===== config.mk =====
export PLATFORM = sky130hd
export DESIGN_NAME = job_controller
export DESIGN_NICKNAME = d
export VERILOG_FILES = /design/src/rtl/capi_pkg.sv /design/src/rtl/job_reset_counter.sv /design/src/rtl/job_controller.sv
export SDC_FILE = /design/constraint.sdc
export NUM_CORES = 1
export LEC_CHECK = 0
export CAP_MARGIN = 20
export CELL_PAD_IN_SITES_DETAIL_PLACEMENT = 1
export CELL_PAD_IN_SITES_GLOBAL_PLACEMENT = 1
export CORE_MARGIN = 2
export CORE_UTILIZATION = 35
export CTS_CLUSTER_SIZE = 30
export DETAILED_ROUTE_END_ITERATION = 8
export GPL_ROUTABILITY_DRIVEN = 0
export GPL_TIMING_DRIVEN = 0
export PLACE_DENSITY = 0.95
export SYNTH_ARGS = -nofsm -noshare
export SYNTH_HDL_FRONTEND = slang
export SYNTH_SLANG_ARGS = --single-unit
export TNS_END_PERCENT = 20

===== constraint.sdc =====
create_clock -name ha_pclock -period 5.7 [get_ports ha_pclock]
set_input_delay 0.855 -clock ha_pclock [delete_from_list [all_inputs] [get_ports ha_pclock]]
set_output_delay 0.855 -clock ha_pclock [all_outputs]
set_load 0.05 [all_outputs]

===== src/rtl/capi_pkg.sv =====
// Shared PSL job-interface definitions: controller states, job command codes
// and the error-word bit positions reported on ah_jerror.
package capi_pkg;

  typedef enum logic [1:0] {
    ST_IDLE      = 2'd0,
    ST_RESETTING = 2'd1,
    ST_DONE      = 2'd2,
    ST_RUNNING   = 2'd3
  } job_state_e;

  localparam logic [7:0] CMD_RESET = 8'h80;
  localparam logic [7:0] CMD_START = 8'h90;
  localparam logic [7:0] CMD_LLCMD = 8'h45;

  // Bit indices use the PSL big-endian numbering of a [0:63] word.
  localparam int ERR_BIT_INVALID = 61;
  localparam int ERR_BIT_START   = 62;
  localparam int ERR_BIT_PARITY  = 63;

  function automatic logic odd_parity_ok(input logic [7:0] com, input logic par);
    return ^{com, par};
  endfunction

endpackage


===== src/rtl/job_reset_counter.sv =====
// 8-bit down-counter that times the core_reset window of a job reset.
module job_reset_counter (
  input  logic       clk,
  input  logic       rst_n,
  input  logic       load,
  input  logic [7:0] load_val,
  input  logic       dec,
  output logic       zero
);

  logic [7:0] cnt_q, cnt_d;

  always_comb begin
    cnt_d = cnt_q;
    if (load) begin
      cnt_d = load_val;
    end else if (dec && (cnt_q != 8'd0)) begin
      cnt_d = cnt_q - 8'd1;
    end
  end

  always_ff @(posedge clk or negedge rst_n) begin
    if (!rst_n) begin
      cnt_q <= 8'd0;
    end else begin
      cnt_q <= cnt_d;
    end
  end

  assign zero = (cnt_q == 8'd0);

endmodule


===== src/rtl/job_controller.sv =====
// PSL job controller: decodes job commands, sequences core reset/start/done
// and reports the accumulated error word with ah_jdone.
module job_controller
  import capi_pkg::*;
#(
  parameter int RESET_CYCLES = 16
) (
  input  logic        ha_pclock,
  input  logic        ha_preset_n,
  input  logic        ha_jval,
  input  logic [0:7]  ha_jcom,
  input  logic        ha_jcompar,
  input  logic [0:63] ha_jea,
  input  logic        parity_en,
  input  logic        core_done,
  input  logic [0:63] core_error,
  output logic        core_reset,
  output logic        core_start,
  output logic [0:63] job_ea,
  output logic        ah_jrunning,
  output logic        ah_jdone,
  output logic        ah_jcack,
  output logic [0:63] ah_jerror,
  output logic        ah_jyield
);

  localparam logic [7:0] RESET_LOAD = 8'(RESET_CYCLES - 1);

  job_state_e  state_q, state_d;
  logic [0:63] pending_q, pending_d;
  logic [0:63] job_ea_q, job_ea_d;
  logic        core_reset_q, core_reset_d;
  logic        core_start_q, core_start_d;
  logic        jcack_q, jcack_d;
  logic        llpend_q, llpend_d;

  logic par_err, cmd_ok;
  logic is_reset, is_start, is_llcmd, is_invalid;
  logic cnt_load, cnt_dec, cnt_zero;
  logic ll_now, ll_defer, done_exit;

  // Command decode; a parity failure suppresses the command entirely.
  always_comb begin
    par_err    = ha_jval && parity_en && !odd_parity_ok(ha_jcom, ha_jcompar);
    cmd_ok     = ha_jval && !par_err;
    is_reset   = cmd_ok && (ha_jcom == CMD_RESET);
    is_start   = cmd_ok && (ha_jcom == CMD_START);
    is_llcmd   = cmd_ok && (ha_jcom == CMD_LLCMD);
    is_invalid = cmd_ok && !is_reset && !is_start && !is_llcmd;
  end

  job_reset_counter u_reset_counter (
    .clk      (ha_pclock),
    .rst_n    (ha_preset_n),
    .load     (cnt_load),
    .load_val (RESET_LOAD),
    .dec      (cnt_dec),
    .zero     (cnt_zero)
  );

  // State register
  always_ff @(posedge ha_pclock or negedge ha_preset_n) begin
    if (!ha_preset_n) begin
      state_q <= ST_IDLE;
    end else begin
      state_q <= state_d;
    end
  end

  // Next-state logic; RESET outranks everything except an ongoing RESETTING.
  always_comb begin
    state_d  = state_q;
    cnt_load = 1'b0;
    cnt_dec  = 1'b0;
    case (state_q)
      ST_IDLE: begin
        if (is_reset) begin
          state_d  = ST_RESETTING;
          cnt_load = 1'b1;
        end else if (is_start) begin
          state_d = ST_RUNNING;
        end
      end
      ST_RESETTING: begin
        if (cnt_zero) begin
          state_d = ST_DONE;
        end else begin
          cnt_dec = 1'b1;
        end
      end
      ST_DONE: begin
        if (is_reset) begin
          state_d  = ST_RESETTING;
          cnt_load = 1'b1;
        end else begin
          state_d = ST_IDLE;
        end
      end
      ST_RUNNING: begin
        if (is_reset) begin
          state_d  = ST_RESETTING;
          cnt_load = 1'b1;
        end else if (core_done) begin
          state_d = ST_DONE;
        end
      end
      default: state_d = ST_IDLE;
    endcase
  end

  // Registered outputs and datapath next values
  always_comb begin
    pending_d = (state_q == ST_DONE) ? '0 : pending_q;
    if ((state_q == ST_RUNNING) && core_done && !is_reset) begin
      pending_d = pending_d | core_error;
    end
    if (par_err) begin
      pending_d[ERR_BIT_PARITY] = 1'b1;
    end
    if (is_start && (state_q != ST_IDLE)) begin
      pending_d[ERR_BIT_START] = 1'b1;
    end
    if (is_invalid) begin
      pending_d[ERR_BIT_INVALID] = 1'b1;
    end

    job_ea_d     = ((state_q == ST_IDLE) && is_start) ? ha_jea : job_ea_q;
    core_start_d = (state_q == ST_IDLE) && is_start;
    core_reset_d = (state_d == ST_RESETTING);

    // LLCMDs seen while busy are held until DONE hands back to IDLE.
    ll_now    = is_llcmd && ((state_q == ST_IDLE) || (state_q == ST_RUNNING));
    ll_defer  = is_llcmd && ((state_q == ST_RESETTING) || (state_q == ST_DONE));
    done_exit = (state_q == ST_DONE) && (state_d == ST_IDLE);
    jcack_d   = ll_now || (done_exit && (llpend_q || ll_defer));
    llpend_d  = done_exit ? 1'b0 : (llpend_q || ll_defer);
  end

  always_ff @(posedge ha_pclock or negedge ha_preset_n) begin
    if (!ha_preset_n) begin
      pending_q    <= '0;
      job_ea_q     <= '0;
      core_reset_q <= 1'b1;
      core_start_q <= 1'b0;
      jcack_q      <= 1'b0;
      llpend_q     <= 1'b0;
    end else begin
      pending_q    <= pending_d;
      job_ea_q     <= job_ea_d;
      core_reset_q <= core_reset_d;
      core_start_q <= core_start_d;
      jcack_q      <= jcack_d;
      llpend_q     <= llpend_d;
    end
  end

  // Output logic
  always_comb begin
    core_reset  = core_reset_q;
    core_start  = core_start_q;
    job_ea      = job_ea_q;
    ah_jrunning = (state_q == ST_RUNNING);
    ah_jdone    = (state_q == ST_DONE);
    ah_jerror   = (state_q == ST_DONE) ? pending_q : '0;
    ah_jcack    = jcack_q;
    ah_jyield   = 1'b0;
  end

endmodule

; ---- Word-level counts from Yosys, hierarchy flattened
; Cells that the tools add are included.
[totals]
output_inout_bits = 134
inputBits = 142
reg_bits = 142
[op_classes]
n_reduce_logical = 35
bitwise = 1
eq_ne = 7
mux = 20
n_addsub = 1
[ops]
columns = cell, count
row1 = two-way mux 64 bit, 3
row2 = OR 64 bit, 1
row3 = logical AND 1 bit, 18
row4 = "equality test 8 bit, second input constant", 2
row5 = two-way mux 8 bit, 2
row6 = two-way mux 2 bit, 5
row7 = two-way mux 1 bit, 9
row8 = parity 9 bit, 1
row9 = "equality test 8 x 7 -> 1 bit, second input constant", 1
row10 = zero test 8 bit, 1
row11 = one-hot mux 2 bit (4 select lines), 1
row12 = nonzero test 8 bit, 1
row13 = "subtractor 8 x 1 -> 8 bit, second input constant", 1
row14 = zero test 1 bit, 5
row15 = "equality test 2 x 1 -> 1 bit, second input constant", 2
row16 = "equality test 2 bit, second input constant", 2
row17 = zero test 2 bit, 2
row18 = logical OR 1 bit, 4
row19 = nonzero test 2 bit, 2
row20 = OR reduction 3 bit, 1

; ---- Depth between registers and ports, before layout
; Gate-level depths: netlist (run 1).
[depth]
depth_word = 13
mapped_depth = 8

; ---- By module
; From an unflattened synthesis (run 1), not the netlist that was laid out.
[unflattened]
hier_cells = 608
hier_area_um2 = 6723.9
[by_module_without_submodules]
columns = mod, cells_per_inst, seq_area_each_um2, instances, area_per_inst_um2
row1 = job_controller, 540, 3354.5, 1, 6148.4
row2 = job_reset_counter, 68, 200.2, 1, 575.6

; ---- Worst setup path before layout (run 1)
; OpenSTA, ideal clock, no wires.
[synth_path]
kind = register to output
startpoint = register state_q[0]
endpoint = output ah_jerror[11] (netlist bit)
path_stages_with_launch = 6
setup_slack_ns = 2.910
arrival_ns = 1.935
cell_sequence = dfrtp_1 -> inv_1 -> ha_1 -> clkbuf_1 -> clkbuf_1 -> and2_1
[synth_between]
elab_chain_len = 2
[synth_rtl]
columns = element, line_no
row1 = from (decl), job_controller.sv:29  ; job_state_e state_q, state_d;
row2 = from (signal assigned), job_controller.sv:66  ; state_q <= state_d;
row3 = equality test 2 bit, -
row4 = named net ah_jdone, job_controller.sv:21  ; output logic ah_jdone,
row5 = two-way mux 64 bit, job_controller.sv:164  ; ah_jerror = (state_q == ST_DONE) ? pending_q : '0;
row6 = to (decl), job_controller.sv:23  ; output logic [0:63] ah_jerror,
; The timed path passes the listed nets, and every way through them passes these cells.

; ---- Final worst setup path (run 1)
[layout_path]
startpoint = register state_q[0]
endpoint = output ah_jerror[31] (netlist bit)
[layout_between]
elab_chain_len = 2
[layout_rtl]
columns = element, line_no
row1 = equality test 2 bit, job_controller.sv:164
row2 = two-way mux 64 bit, job_controller.sv:164
; Every way passes these cells.

==> results of run 1 <==
worst paths after layout:
kind                            endpoint  slack (ps)
setup / recovery           ah_jerror[31]        1740
hold / removal             pending_q[39]         400
setup reg to reg              job_ea[20]        2940
hold reg to reg            pending_q[21]         500
max in group asynchronous     job_ea[55]        4470
min in group ha_pclock     pending_q[21]         500
power by group:
| group | leakage (nW) | internal, mW | switching, mW | total [mW] |
|---|---|---|---|---|
| Combinational | 2.14 | 0.238 | 0.384 | 0.622 |
| Sequential | 1.94 | 1.05 | 0.0282 | 1.08 |
| Clock | 0.266 | 0.612 | 0.443 | 1.05 |
| Total | 4.35 | 1.90 | 0.855 | 2.75 |
per-layer routing:
layer / vias up / routed length [um]
met3: 29 / 1620
met1: 2474 / 7550
met2: 190 / 10200
met4: 0 / 394
met5: - / 0
li1: 2245 / -
cell usage after synthesis, drive strengths merged (2+ instances only):
| cell type | n |
|---|---|
| nand4b | 2 |
| dfrtp | 141 |
| mux2 | 64 |
| nor2 | 8 |
| buf | 15 |
| a21boi | 2 |
| nor2b | 2 |
| nor3 | 4 |
| a221o | 3 |
| a21oi | 4 |
| and2 | 65 |
| nand3 | 2 |
| o211ai | 2 |
| nor4b | 3 |
| xor2 | 4 |
| nor4 | 3 |
| o21ai | 7 |
| clkbuf | 15 |
| ha | 6 |
| inv | 8 |
| xnor3 | 2 |
| xnor2 | 3 |
| nand2 | 16 |
| nand2b | 2 |
| a22o | 64 |
cells by family (layout without fill, tap and decap cells):
group	after synthesis	after routing	synth area share [%]
flops	142	142	58.1
simple gates	113	113	11.0
compound gates	90	90	12.3
mux	65	65	12.0
buf+inv	38	345	3.60
xor+xnor	9	9	1.74
fa+ha+maj	6	6	1.23
other cells	1	1	0.0613
final cells by class:
cell class	instances	area [um2]	area share [%]
plain buffers	30	190	1.96
clock buffers	19	443	4.55
clock inverters	13	115	1.18
inverters	8	30.0	0.309
multi-input cells	284	2340	24.1
flip-flops and latches	142	3550	36.5
well taps	225	282	2.89
repair buffers	275	2770	28.5
through the flow:
stage / hold slack [ps] / TNS (ps) / instances
after detailed placement: 490 / 0 / 964
after global placement: 484 / -287430 / 963
after CTS: 421 / 0 / 996
after global routing: 437 / 0 / 996
final: 399 / 0 / 996
after floorplan: 465 / 0 / 464
state kept, by name, summed over array words and instances (netlist names):
signal	flops
u_reset_counter.cnt_q	8
llpend_q	1
ah_jcack	1
pending_q	64
core_reset	1
core_start	1
state_q	2
job_ea	64
==> impl_metrics.tcl, run 1 <==
set metrics [dict create \
    run_status "complete, no violations" \
    critPathKind "register to output pin" \
    synth-seq-area-share_pct 58.1 \
    post-dp-hpwl_um 15400 \
    post_cts_resized 0 \
    die_area_um2 18500 \
    finalHoldViolCount 0 \
    rsz0062_at_grt "false" \
    grt_max_degree 86 \
    report.power.total_mw 2.75 \
    cts_made_buffers 17 \
    viasPerCell 4.96 \
    antenna_found_initial 0 \
    ys_async_sr_fraction_pct 100 \
    worstRegToRegCells 7 \
    grt.busiest_layer "met2" \
    cp_num_buf_inv 4 \
    die_h_um 136 \
    period_share_pct 69.5 \
    synthFlopType "dfrtp_1" \
    tightest_slew_ps 785 \
    overflow 0 \
    synth_top_area_share_pct 57.7 \
    vias 4938 \
    pwr_density_cell_nw_per_um2 283 \
    drt-total-wl_um 19700 \
    yosysTopAreaCell "dfrtp_1" \
    worst_slack_ps 1740 \
    start_util_pct 35.6 \
    critical_path_depth 6 \
    dp_slack_ps 1620 \
    path_common_cell "clkbuf_1" \
    core.rowCount 48 \
    clock_latency_ps 410 \
    synth.avg_cell_area_um2 13.2 \
    stdcell_area_um2 9730 \
    start_kind "register" \
    postCtsHoldBufs 0 \
    grt_pass1_wl_um 29800 \
    cp-end-kind "output pin" \
    crit_fanout 10 \
    rr_startpoint "state_q[1]" \
    track_usage_pct 21.2 \
    synth_edf_count 0 \
    hold_path_class "primary input to async pin" \
    path_delay_family "buffers and inverters" \
    finalSetupViolCount 0 \
    fin_crit_ps 3960 \
    clock_sinks 142 \
    htreeDepth 4 \
    cp.required_ps 4850 \
    fmax_mhz 253 \
    antenna_left 0 \
    netlist_area_um2 6110 \
    maxCapViolations 0 \
    nets 906 \
    grt.met3_usage_pct 6.86 \
    drive_gt1_share_pct 15.0 \
    syn_to_final_growth_pct 59.1 \
    diodes 0 \
    slowest_delay_ps 840 \
    dpl_cell_area_um2 9170 \
    p_leak_nw 4.35 \
    io_pins 276 \
    synthCells 464 \
    cts_tree "done" \
    final_common_cell "clkdlybuf4s50_1" \
    core_um2 17200 \
    synth_nets 612 \
    slew_viol_final 0 \
    fillers 1794 \
    postLayoutCoreUtil_pct 56.6 \
    crit_slowest_cell "clkdlybuf4s50_1" \
    drc 0 \
    clockBufferDepth 2 \
    cts_root_buffer "clkbuf_16" \
    layout_common_cells "clkdlybuf4s50_1, dfrtp_1, and2_1" \
    cp-startpoint "state_q[0]" \
    post-cts-setup-buffer-count 0 \
    yosysWarnings 0 \
    path_cells "inv_1 > ha_1 > clkbuf_1 > clkbuf_1 > and2_1 > clkdlybuf4s50_1" \
    slew_headroom_pct 47.2 \
    cts.reportedPaths.clkPinSlew_ps 60 \
    finClkSkew_ps 6.14 \
    grt_util_met2_pct 37.7 \
    dr.first_iter.drc_count 130 \
    yosys-top-cells-area "dfrtp_1, mux2_2, a22o_1, and2_1, buf_6" \
    yosysUniqueCellTypes 47 \
    ir_drop_mv 0.198 \
    met1_usage_pct 24.0 \
    first_global_vias 5300 \
    routedWlPerCell_um 19.8 \
    ys_ff_latch 142 \
    cp.arrival_ps 3110 \
    drt_first_pass_iters 4 \
    die_width_um 136 \
    io_buffers 274 \
]
Note: power is estimated with default switching activity, not from simulation.
==> run 2, diff against run 1 <==
Settings changed: CORE_UTILIZATION 35 to 32, PLACE_DENSITY 0.95 to 0.91.
Clock period 5.7 ns to 3.7 ns, I/O delays scaled along.
==> impl_metrics.tcl, run 2 (same netlist as run 1, synthesis figures left out) <==
set metrics [dict create \
    run_status "complete, no violations" \
    clock_sinks 142 \
    drc 0 \
    core.rowCount 50 \
    post-cts-setup-buffer-count 0 \
    fillers 1932 \
    htreeDepth 4 \
    die_h_um 142 \
    core_um2 18700 \
    die_area_um2 20200 \
    drive_gt1_share_pct 15.6 \
    rr_startpoint "state_q[1]" \
    final_common_cell "clkdlybuf4s50_1" \
    cts_made_buffers 17 \
    met1_usage_pct 22.9 \
    die_width_um 142 \
    grt.busiest_layer "met2" \
    finalSetupViolCount 0 \
    crit_fanout 10 \
    viasPerCell 4.92 \
    r2r_end "job_ea[46]" \
    endpoint "ah_jerror[34]" \
    dr.first_iter.drc_count 139 \
    pwr_density_cell_nw_per_um2 444 \
    tightest_slew_ps 793 \
    vias 4940 \
    io_pins 276 \
    p_leak_nw 4.38 \
    grt_pass1_wl_um 30300 \
    track_usage_pct 19.2 \
    start_util_pct 32.7 \
    slew_viol_final 0 \
    multiInputGateArea_um2 2350 \
    period_share_pct 94.8 \
    critPathKind "register to output pin" \
    layout_common_cells "clkdlybuf4s50_1, dfrtp_1, and2_1" \
    grt_util_met2_pct 33.9 \
    finClkSkew_ps 6.25 \
    postCtsHoldBufs 0 \
    fmax_mhz 285 \
    grt_max_degree 74 \
    rrSetupSlack_ps 1160 \
    finalHoldViolCount 0 \
    whs_ps 125 \
    slew_headroom_pct 46.7 \
    cp-end-kind "output pin" \
    grt.met3_usage_pct 4.95 \
    cts_root_buffer "clkbuf_16" \
    io_buffers 274 \
    routedWlPerCell_um 19.3 \
    overflow 0 \
    seqCellArea_um2 3550 \
    clock_latency_ps 410 \
    worstRegToRegCells 7 \
    syn_to_final_growth_pct 59.8 \
    drt-total-wl_um 19400 \
    diodes 0 \
    cp.arrival_ps 2950 \
    cts.reportedPaths.clkPinSlew_ps 70 \
    start_kind "register" \
    dpl_cell_area_um2 9180 \
    cp.required_ps 3140 \
    antenna_left 0 \
    stdcell_area_um2 9770 \
    drt_first_pass_iters 4 \
    antenna_found_initial 0 \
    hold_path_class "primary input to async pin" \
    nets 906 \
    rsz0062_at_grt "false" \
    post-dp-hpwl_um 14600 \
    ir_drop_mv 0.329 \
    cts_tree "done" \
    first_global_vias 5459 \
    cp-startpoint "state_q[0]" \
    maxCapViolations 0 \
    fin_crit_ps 3510 \
    clockBufferDepth 2 \
]
==> run 2: how the worst min path moves through the flow <==
stage                  start             to  cells past startpoint  slack (ps)
4_1_cts          ha_preset_n     job_ea[34]                      1         170
3_3_place_gp    pending_q[1]   pending_q[1]                      1         480
3_5_place_dp   pending_q[34]  pending_q[34]                      1         490
2_1_floorplan    ha_preset_n       ah_jcack                      0         260
5_1_grt          ha_preset_n     job_ea[34]                      1         180
6_report         ha_preset_n     job_ea[34]                      1         130
==> run 2: critical path, stage by stage (launching register included) <==
cell	delay [ps]
dfrtp_1	420
inv_1	110
ha_1	260
clkbuf_2	300
clkbuf_1	390
and2_1	200
clkdlybuf4s50_1	850
==> run 2: layer usage <==
layer | routed length, um | vias up
li1 | - | 2242
met1 | 7870 | 2480
met2 | 9750 | 184
met3 | 1240 | 34
met4 | 499 | 0
met5 | 0 | -
==> run 2: per-stage QoR <==
stage	setup slack [ps]	utilization [%]	cells	setup TNS (ps)	total power, mW
floorplan	1210	-	464	0	2.19
global placement	-3810	48.9	972	-543880	2.64
detailed placement	-178	49.1	973	-7390	2.67
CTS	111	52.2	1005	0	4.40
global route	7.33	52.2	1005	0	4.53
finish	191	52.2	1005	0	4.34
==> run 2: report_power, final <==
group	total, mW	switching [mW]	internal, mW
clock network	1.70	0.731	0.968
logic	0.976	0.606	0.370
registers	1.66	0.0446	1.62
total	4.34	1.38	2.95
==> run 2: layout make-up <==
class                   count  share of cell area (%)
flip-flops and latches    142                    36.4
inverters                   8                   0.307
multi-input cells         284                    24.0
clock buffers              18                    4.49
clock inverters            14                    1.47
plain buffers              30                    1.97
repair buffers            275                    28.4
well taps                 234                    3.00
==> run 2: timing repair <==
| item | in CTS | in global routing |
|---|---|---|
| setup endpoints to repair | 20 | 11 |
| cloned | 0 | 0 |
| resized for setup | 2 | 2 |
| pin swaps | 0 | 0 |
==> run 3, diff against run 2 <==
Settings changed: ABC_AREA from default to 1, CORE_MARGIN 2 to default, CORE_UTILIZATION 32 to 30.
==> impl_metrics.tcl, run 3 <==
set metrics [dict create \
    drive_gt1_share_pct 6.97 \
    dp_slack_ps 198 \
    nets 1153 \
    yosysTopAreaCell "dfrtp_1" \
    rsz0062_at_grt "false" \
    cp.arrival_ps 2910 \
    vias 5885 \
    p_int_mw 2.64 \
    yosys-top-cells-area "dfrtp_1, nand2_1, a22o_1, inv_1, buf_6" \
    antenna_found_initial 1 \
    cp-end-kind "output pin" \
    core_um2 20400 \
    stdcell_count 1288 \
    crit_slowest_cell "clkdlybuf4s50_1" \
    period_share_pct 93.6 \
    post-cts-setup-buffer-count 0 \
    ir_drop_mv 0.297 \
    fin_crit_ps 3460 \
    synth-seq-area-share_pct 56.5 \
    core.rowCount 52 \
    fmax_mhz 289 \
    slowest_delay_ps 790 \
    stdcell_area_um2 9970 \
    whs_ps 78.5 \
    report.power.total_mw 3.46 \
    post-dp-hpwl_um 16100 \
    maxCapViolations 0 \
    first_global_vias 6252 \
    finalHoldViolCount 0 \
    drt-total-wl_um 21200 \
    drt_first_pass_iters 4 \
    antenna_left 0 \
    cts.reportedPaths.clkPinSlew_ps 70 \
    dr.first_iter.drc_count 187 \
    syn_to_final_growth_pct 58.5 \
    ys_async_sr_fraction_pct 100 \
    start_kind "register" \
    postCtsHoldBufs 0 \
    combPwrFrac_pct 6.9 \
    overflow 0 \
    clockBufferDepth 2 \
    run_status "complete, no violations" \
    io_pins 276 \
    path_common_cell "inv_1" \
    grt_pass1_wl_um 33800 \
    synthFlopType "dfrtp_1" \
    die_h_um 147 \
    final_common_cell "nand2_1" \
    critPathKind "register to output pin" \
    slew_viol_final 0 \
    dpl_cell_area_um2 9400 \
    yosysMostFrequentCell "nand2_1" \
    dp_cells 1256 \
    crit_fanout 10 \
    finClkSkew_ps 13.7 \
    cts_tree "done" \
    synth_nets 859 \
    worst_slack_ps 236 \
    p_leak_nw 5.26 \
    clock_sinks 142 \
    netlist_area_um2 6290 \
    routedWlPerCell_um 16.4 \
    path_cells "inv_1 > ha_1 > clkbuf_2 > buf_1 > nand2_1 > inv_1 > clkdlybuf4s50_1" \
    synth_edf_count 0 \
    hold_path_class "primary input to async pin" \
    die_width_um 147 \
    viasPerCell 4.57 \
    clock_latency_ps 430 \
    pwr_density_cell_nw_per_um2 348 \
    post_cts_resized 2 \
    cts_root_buffer "clkbuf_16" \
    yosysWarnings 0 \
    htreeDepth 4 \
    finalSetupViolCount 0 \
    synthCells 711 \
    p_clk_share_pct 48.1 \
    yosys-top-cells-count "nand2_1, dfrtp_1, inv_1" \
    ys_ff_latch 142 \
    yosysUniqueCellTypes 30 \
    layout_common_cells "nand2_1, clkdlybuf4s50_1, dfrtp_1" \
    p_seq_share_pct 45.0 \
    synth.avg_cell_area_um2 8.84 \
    p_sw_uw 819 \
    grt_max_degree 94 \
    cts_made_buffers 17 \
    track_usage_pct 20.4 \
    swShare_pct 23.7 \
    cp.required_ps 3140 \
    synth_top_area_share_pct 56.1 \
    tightest_slew_ps 576 \
    drc 0 \
    io_buffers 274 \
    start_util_pct 30.9 \
    die_area_um2 21500 \
    slew_headroom_pct 61.5 \
    diodes 0 \
]
[run 3: cell count changes in the layout (fill, tap and decap cells not counted), sizes merged, moves of 4 or more]
cell | previous run | this run
nand2 | 16 | 316
inv | 17 | 100
and2 | 65 | 0
mux2 | 64 | 0
nand3 | 2 | 14
buf | 17 | 24
o21ai | 7 | 1
nand4 | 0 | 5
a21oi | 4 | 0
nor2 | 8 | 12
[run 3: final cells by class]
cell class	instances	area (um2)
Fill cell	2380	10400
Sequential cell	142	3550
Timing Repair Buffer	275	2770
Multi-Input combinational cell	441	2150
Clock buffer	19	433
Inverter	94	353
Tap cell	270	338
Buffer	34	233
Clock inverter	13	130
[run 3: path summary, 6_finish.rpt]
path | startpoint | cells after the start | to | slack (ps)
max reg2reg | state_q[0] | 6 | pending_q[45] | 1620
min in group ha_pclock | job_ea[47] | 2 | job_ea[47] | 470
min | ha_preset_n | 1 | pending_q[32] | 80
max in group asynchronous | ha_preset_n | 2 | core_reset | 2760
max | state_q[0] | 7 | ah_jerror[38] | 240
min reg2reg | job_ea[47] | 2 | job_ea[47] | 470
[run 3: kinds of logic (layout without fill, tap and decap cells)]
logic type | count (synthesis) | after routing | synth area share [%]
other | 1 | 1 | 0.0596
buffers and inverters | 128 | 435 | 9.21
AOI/OAI and AO/OA | 68 | 68 | 9.49
xor gates and xnor gates | 5 | 5 | 0.697
and+or+nand+nor | 361 | 361 | 22.8
adders and majority gates | 6 | 6 | 1.19
DFF | 142 | 142 | 56.5
[run 3: stage by stage]
stage | setup TNS [ps] | utilization, %
2_1_floorplan | 0 | -
3_3_place_gp | -542380 | 46.0
3_5_place_dp | 0 | 46.1
4_1_cts | 0 | 48.9
5_1_grt | 0 | 48.9
6_report | 0 | 48.9
[run 3: per-layer routing]
| layer | wire length [um] | track usage, % |
|---|---|---|
| met1 | 8660 | 24.0 |
| met2 | 10700 | 35.3 |
| met3 | 1200 | 5.09 |
| met4 | 616 | 8.39 |
| met5 | 10 | 0 |
[run 3: critical path: cells and delay by family, from the launching register on]
family,cells,cell delay (ps)
DFF,1,410
buffers and inverters,5,1720
and+or+nand+nor,1,120
adders and majority gates,1,250
[run 3: power by group through the flow]
stage,registers (mW),clock network [mW],logic (mW)
floorplan,1.59,0,0.0333
global placement,1.59,0,0.232
detailed placement,1.59,0,0.243
CTS,1.56,1.71,0.244
global route,1.56,1.78,0.261
finish,1.56,1.67,0.240
==> variant 1: new RTL, config.mk and constraints of run 2 <==
`pending_q` no longer has a reset.
--- a/src/rtl/job_controller.sv
+++ b/src/rtl/job_controller.sv
@@ -138,20 +138,22 @@
 
   always_ff @(posedge ha_pclock or negedge ha_preset_n) begin
     if (!ha_preset_n) begin
-      pending_q    <= '0;
       job_ea_q     <= '0;
       core_reset_q <= 1'b1;
       core_start_q <= 1'b0;
       jcack_q      <= 1'b0;
       llpend_q     <= 1'b0;
     end else begin
-      pending_q    <= pending_d;
       job_ea_q     <= job_ea_d;
       core_reset_q <= core_reset_d;
       core_start_q <= core_start_d;
       jcack_q      <= jcack_d;
       llpend_q     <= llpend_d;
     end
+  end
+
+  always_ff @(posedge ha_pclock) begin
+    pending_q <= pending_d;
   end
 
   // Output logic
Function: changed (Yosys sat finds a counterexample within 4 cycles, from zero or initial values and one cycle with ha_preset_n low).
==> variant 1 against run 2 <==
  * Maximum frequency decreased by 2.0%
  * Worst setup slack got worse by 0.073 ns
  * Sequential share of layout area decreased by 3.5 points
  * Combinational power is essentially flat
  * Final area grew 0.77%
  * Sequential cell count unchanged
  * Largest power group unchanged
  * Area after synthesis is 0.18% lower
  * Largest cell class unchanged
  * Routed wire length increased by 8.4%
  * Power rose by 1.3%
  * Highest routed layer unchanged
  * Clock skew is 0.0026 ns higher
  * Register-to-register slack better by 0.06 ns
  * Worst hold slack improved by 0.33 ns
==> variant 1: results (changes against run 2) <==
| Metric | Value |
|---|---|
| Iter 0 DRT Violations | 162 (was 139) |
| Hold Crit Class | flop to flop (was input port to asynchronous set/reset pin) |
| Reg2reg end | llpend_q (was job_ea[46]) |
| Commonest cells in the netlist | dfrtp_1, nand2_1, inv_1, nor2_1, dfxtp_1 (was dfrtp_1, and2_1, a22o_1, mux2_2, nand2_1) |
| Slew Limit Headroom | 60.19% (was 46.65%) |
| Share of flip-flops with an asynchronous set or reset | 54.93% (was 100.0%) |
| Hpwl dp | 16030 microns (was 14610 microns) |
| Vias in the first global route | 5880 (was 5459) |
| Placement Cell Area | 9164 sq um (was 9179 sq um) |
| Pin count of the biggest net entering global routing | 67 (was 74) |
| R2r startpoint | u_reset_counter.cnt_q[0] (was state_q[1]) |
| Sequential area share after synthesis | 52.99% (was 58.13%) |
| Layout cell share with drive strength beyond 1 | 13.96% (was 15.56%) |
| FILL cells | 2037 (was 1932) |
| Clock skew | 0.008853 ns (was 0.006252 ns) |
| Fin nets | 1024 (was 906) |
| Max rail drop VDD | 0.2634 mV (was 0.3295 mV) |
| GRT Total Usage | 21.02% (was 19.24%) |
| Top cells by area, synth | dfrtp_1, dfxtp_1, mux2_4 (was dfrtp_1, mux2_2, a22o_1) |
| First-pass GRT wire length | 32280 microns (was 30260 microns) |
| WL final | 20990 microns (was 19360 microns) |
| Post-synthesis net count | 729 (was 612) |
| Avg Vias per Cell | 4.662 (was 4.915) |
| Status | finished, final reports clean (unchanged) |
| Post-synthesis cell type count | 53 (was 47) |
| FF-to-FF setup slack | 1.22 ns (was 1.16 ns) |
| CP max stage delay | 0.82 ns (was 0.85 ns) |
==> variant 1: per-stage QoR <==
step                      power [mW]  std cells  hold WS [ns]  setup slack (ns)  util, %
after floorplan                2.220        581        0.2594            0.7830        -
after global placement         2.644       1089        0.4390           -0.6822    48.86
after detailed placement       2.676       1090        0.4299            0.1830    48.99
after CTS                      4.448       1122        0.4586           0.01562    52.27
after global routing           4.601       1122        0.4855           -0.1073    52.65
final                          4.392       1122        0.4553            0.1177    52.65
==> variant 1: metal layers <==
metal / track usage [%] / wire, microns / vias up
met4: 7.263 / 539 / 0
li1: - / - / 2468
met2: 39.54 / 11420 / 165
met3: 4.744 / 881 / 29
met5: 0 / 0 / -
met1: 23.16 / 8140 / 2569
==> variant 1: area by class of cell <==
class | instances | area share (%)
clock inverter | 8 | 1.042
clock buffer | 23 | 5.082
buffer | 29 | 2.223
inverter | 70 | 2.668
sequential | 142 | 32.84
tap | 234 | 2.973
timing repair buffer | 276 | 28.87
multi-input combinational | 340 | 24.30
==> variant 1: power breakdown <==
group	switching [mW]	internal, mW	total (mW)
clock	0.659	1.09	1.75
sequential	0.0567	1.61	1.67
combinational	0.606	0.367	0.973
==> variant 1: kinds of logic after synthesis <==
| family | share of synthesized area, % |
|---|---|
| and+or+nand+nor | 11.87 |
| DFF | 52.99 |
| buffers and inverters | 7.790 |
| AOI/OAI and AO/OA | 8.959 |
| muxes | 15.07 |
| xor gates and xnor gates | 2.030 |
| adders and majority gates | 1.230 |
| other | 0.06144 |
==> variant 1: what timing repair did <==
item / 4_1_cts / 5_1_grt
endpoints found under the setup margin: 63 / 63
gates resized for setup: 1 / 33
gates cloned: 0 / 0
hold buffers: 1 / 0
hold endpoints to repair: 11 / 0
==> variant 2: new RTL, config.mk and constraints of run 2 <==
Without the edit above. The parameter `RESET_CYCLES` goes from 16 to 8.
--- a/src/rtl/job_controller.sv
+++ b/src/rtl/job_controller.sv
@@ -3,7 +3,7 @@
 module job_controller
   import capi_pkg::*;
 #(
-  parameter int RESET_CYCLES = 16
+  parameter int RESET_CYCLES = 8
 ) (
   input  logic        ha_pclock,
   input  logic        ha_preset_n,
Behaviour: not the same (Yosys sat finds a counterexample within 10 cycles, from zero or initial values and one cycle with ha_preset_n low).
==> variant 2 against run 2 <==
  * Cell count is 15% higher
  * Area after synthesis is 7.8% higher
  * Power is 0.63% higher
  * Global-route usage is 0.63 points higher
  * Worst setup slack worse by 0.00084 ns
  * Sequential cell count stayed put
  * Final area is 4.8% higher
  * Clock skew is 0.0026 ns higher
  * Routed wire length is 9.9% higher
  * Critical path type unchanged
  * Critical endpoint is now ah_jerror[55]
  * Largest power group unchanged
==> variant 2: results (changes against run 2) <==
| Metric | Value |
|---|---|
| Sequential area share after synthesis | 53.93% (was 58.13%) |
| Top cells by area, synth | dfrtp_1, mux2_4, and2_1 (was dfrtp_1, mux2_2, a22o_1) |
| FF-to-FF setup slack | 1.13 ns (was 1.16 ns) |
| Post-synthesis cell type count | 46 (was 47) |
| First-pass GRT wire length | 33530 microns (was 30260 microns) |
| Clk_lat worst skew | 0.43 ns (was 0.41 ns) |
| Synth Area in Compound Gates | 7.080% (was 12.26%) |
| Slew Limit Headroom | 55.08% (was 46.65%) |
| Commonest cells in the netlist | dfrtp_1, nand2_1, and2_1, inv_1, o21ai_0 (was dfrtp_1, and2_1, a22o_1, mux2_2, nand2_1) |
| Root Driver | clkbuf_16 (unchanged) |
| CTS Buffer Depth | 2 (unchanged) |
| Pin count of the biggest net entering global routing | 89 (was 74) |
| Hpwl dp | 15960 microns (was 14610 microns) |
| Pleak | 5.082 nW (was 4.383 nW) |
| Worst R2R Path Depth | 8 (was 7) |
| Reg2reg end | core_reset (was job_ea[46]) |
| Post-synthesis net count | 732 (was 612) |
| Iter 0 DRT Violations | 167 (was 139) |
| Vias in the first global route | 6049 (was 5459) |
| Post-Synth XOR/XNOR Area | 1.500% (was 1.739%) |
| Clock skew | 0.008818 ns (was 0.006252 ns) |
| Slowest-stage cell, CP | clkdlybuf4s50_1 (unchanged) |
| Multiplexer share of the synthesized area | 14.69% (was 11.95%) |
| Fin nets | 1025 (was 906) |
| Placement Cell Area | 9691 sq um (was 9179 sq um) |
| Synth Area in Adders | 1.139% (was 1.228%) |
| Hold slack | 0.07677 ns (was 0.1250 ns) |
| Setup WS pre-CTS | -0.2294 ns (was -0.1785 ns) |
| Total number of vias | 5274 (was 4940) |
| CP max stage delay | 0.81 ns (was 0.85 ns) |
| Status | finished, final reports clean (unchanged) |
| FILL cells | 2187 (was 1932) |
| Max rail drop VDD | 0.2929 mV (was 0.3295 mV) |
| Layout cell share with drive strength beyond 1 | 15.84% (was 15.56%) |
| DR WL/cell | 18.34 microns (was 19.26 microns) |
## variant 2: report_power, final
part           leakage, nW  switching (mW)  internal (mW)
combinational         2.84           0.587          0.376
clock                0.292           0.776          0.965
sequential            1.95          0.0446           1.61
total                 5.08            1.41           2.96
## variant 2: logic make-up after synthesis
| logic type | Yosys count |
|---|---|
| simple gates | 184 |
| flops | 142 |
| buf+inv | 96 |
| compound gates | 82 |
| mux | 65 |
| xor+xnor | 8 |
| fa+ha+maj | 6 |
| other cells | 1 |
## variant 2: worst max-delay path by stage
| stage | from | end | slack, ns |
|---|---|---|---|
| 6_report | state_q[0] | ah_jerror[55] | 0.19 |
| 2_1_floorplan | state_q[0] | ah_jerror[11] | 0.90 |
| 3_5_place_dp | state_q[0] | ah_jerror[32] | -0.23 |
| 5_1_grt | state_q[0] | ah_jerror[12] | 0.003 |
| 4_1_cts | state_q[0] | ah_jerror[35] | 0.02 |
| 3_3_place_gp | ha_preset_n | pending_q[40] | -3.78 |
## variant 2: per-stage QoR
step                      cells  setup TNS (ns)  util [%]
after floorplan             584               0         -
after global placement     1127         -536.71     47.75
after detailed placement   1128          -4.403     47.89
after CTS                  1160               0     50.64
after global routing       1160               0     50.60
final                      1160               0     50.60
## variant 2: metal layers
layer | GRT usage [%] | wire length (microns)
met5 | 0 | 0
met1 | 22.67 | 8465
met4 | 8.462 | 728
met3 | 4.815 | 950
met2 | 35.49 | 11130
## variant 2: cell type report
type	count	area [sq um]	share of cell area, %
sequential	142	3555	34.72
clock buffer	17	425.4	4.155
clock inverter	15	167.7	1.638
buffer	31	210.2	2.053
inverter	65	244.0	2.383
tap	270	337.8	3.300
multi-input combinational	346	2586	25.26
timing repair buffer	274	2713	26.49
## variant 2: timing repair
| item | 4_1_cts | 5_1_grt |
|---|---|---|
| gates resized for setup | 36 | 65 |
| cloned | 0 | 0 |
| endpoints found under the setup margin | 64 | 50 |
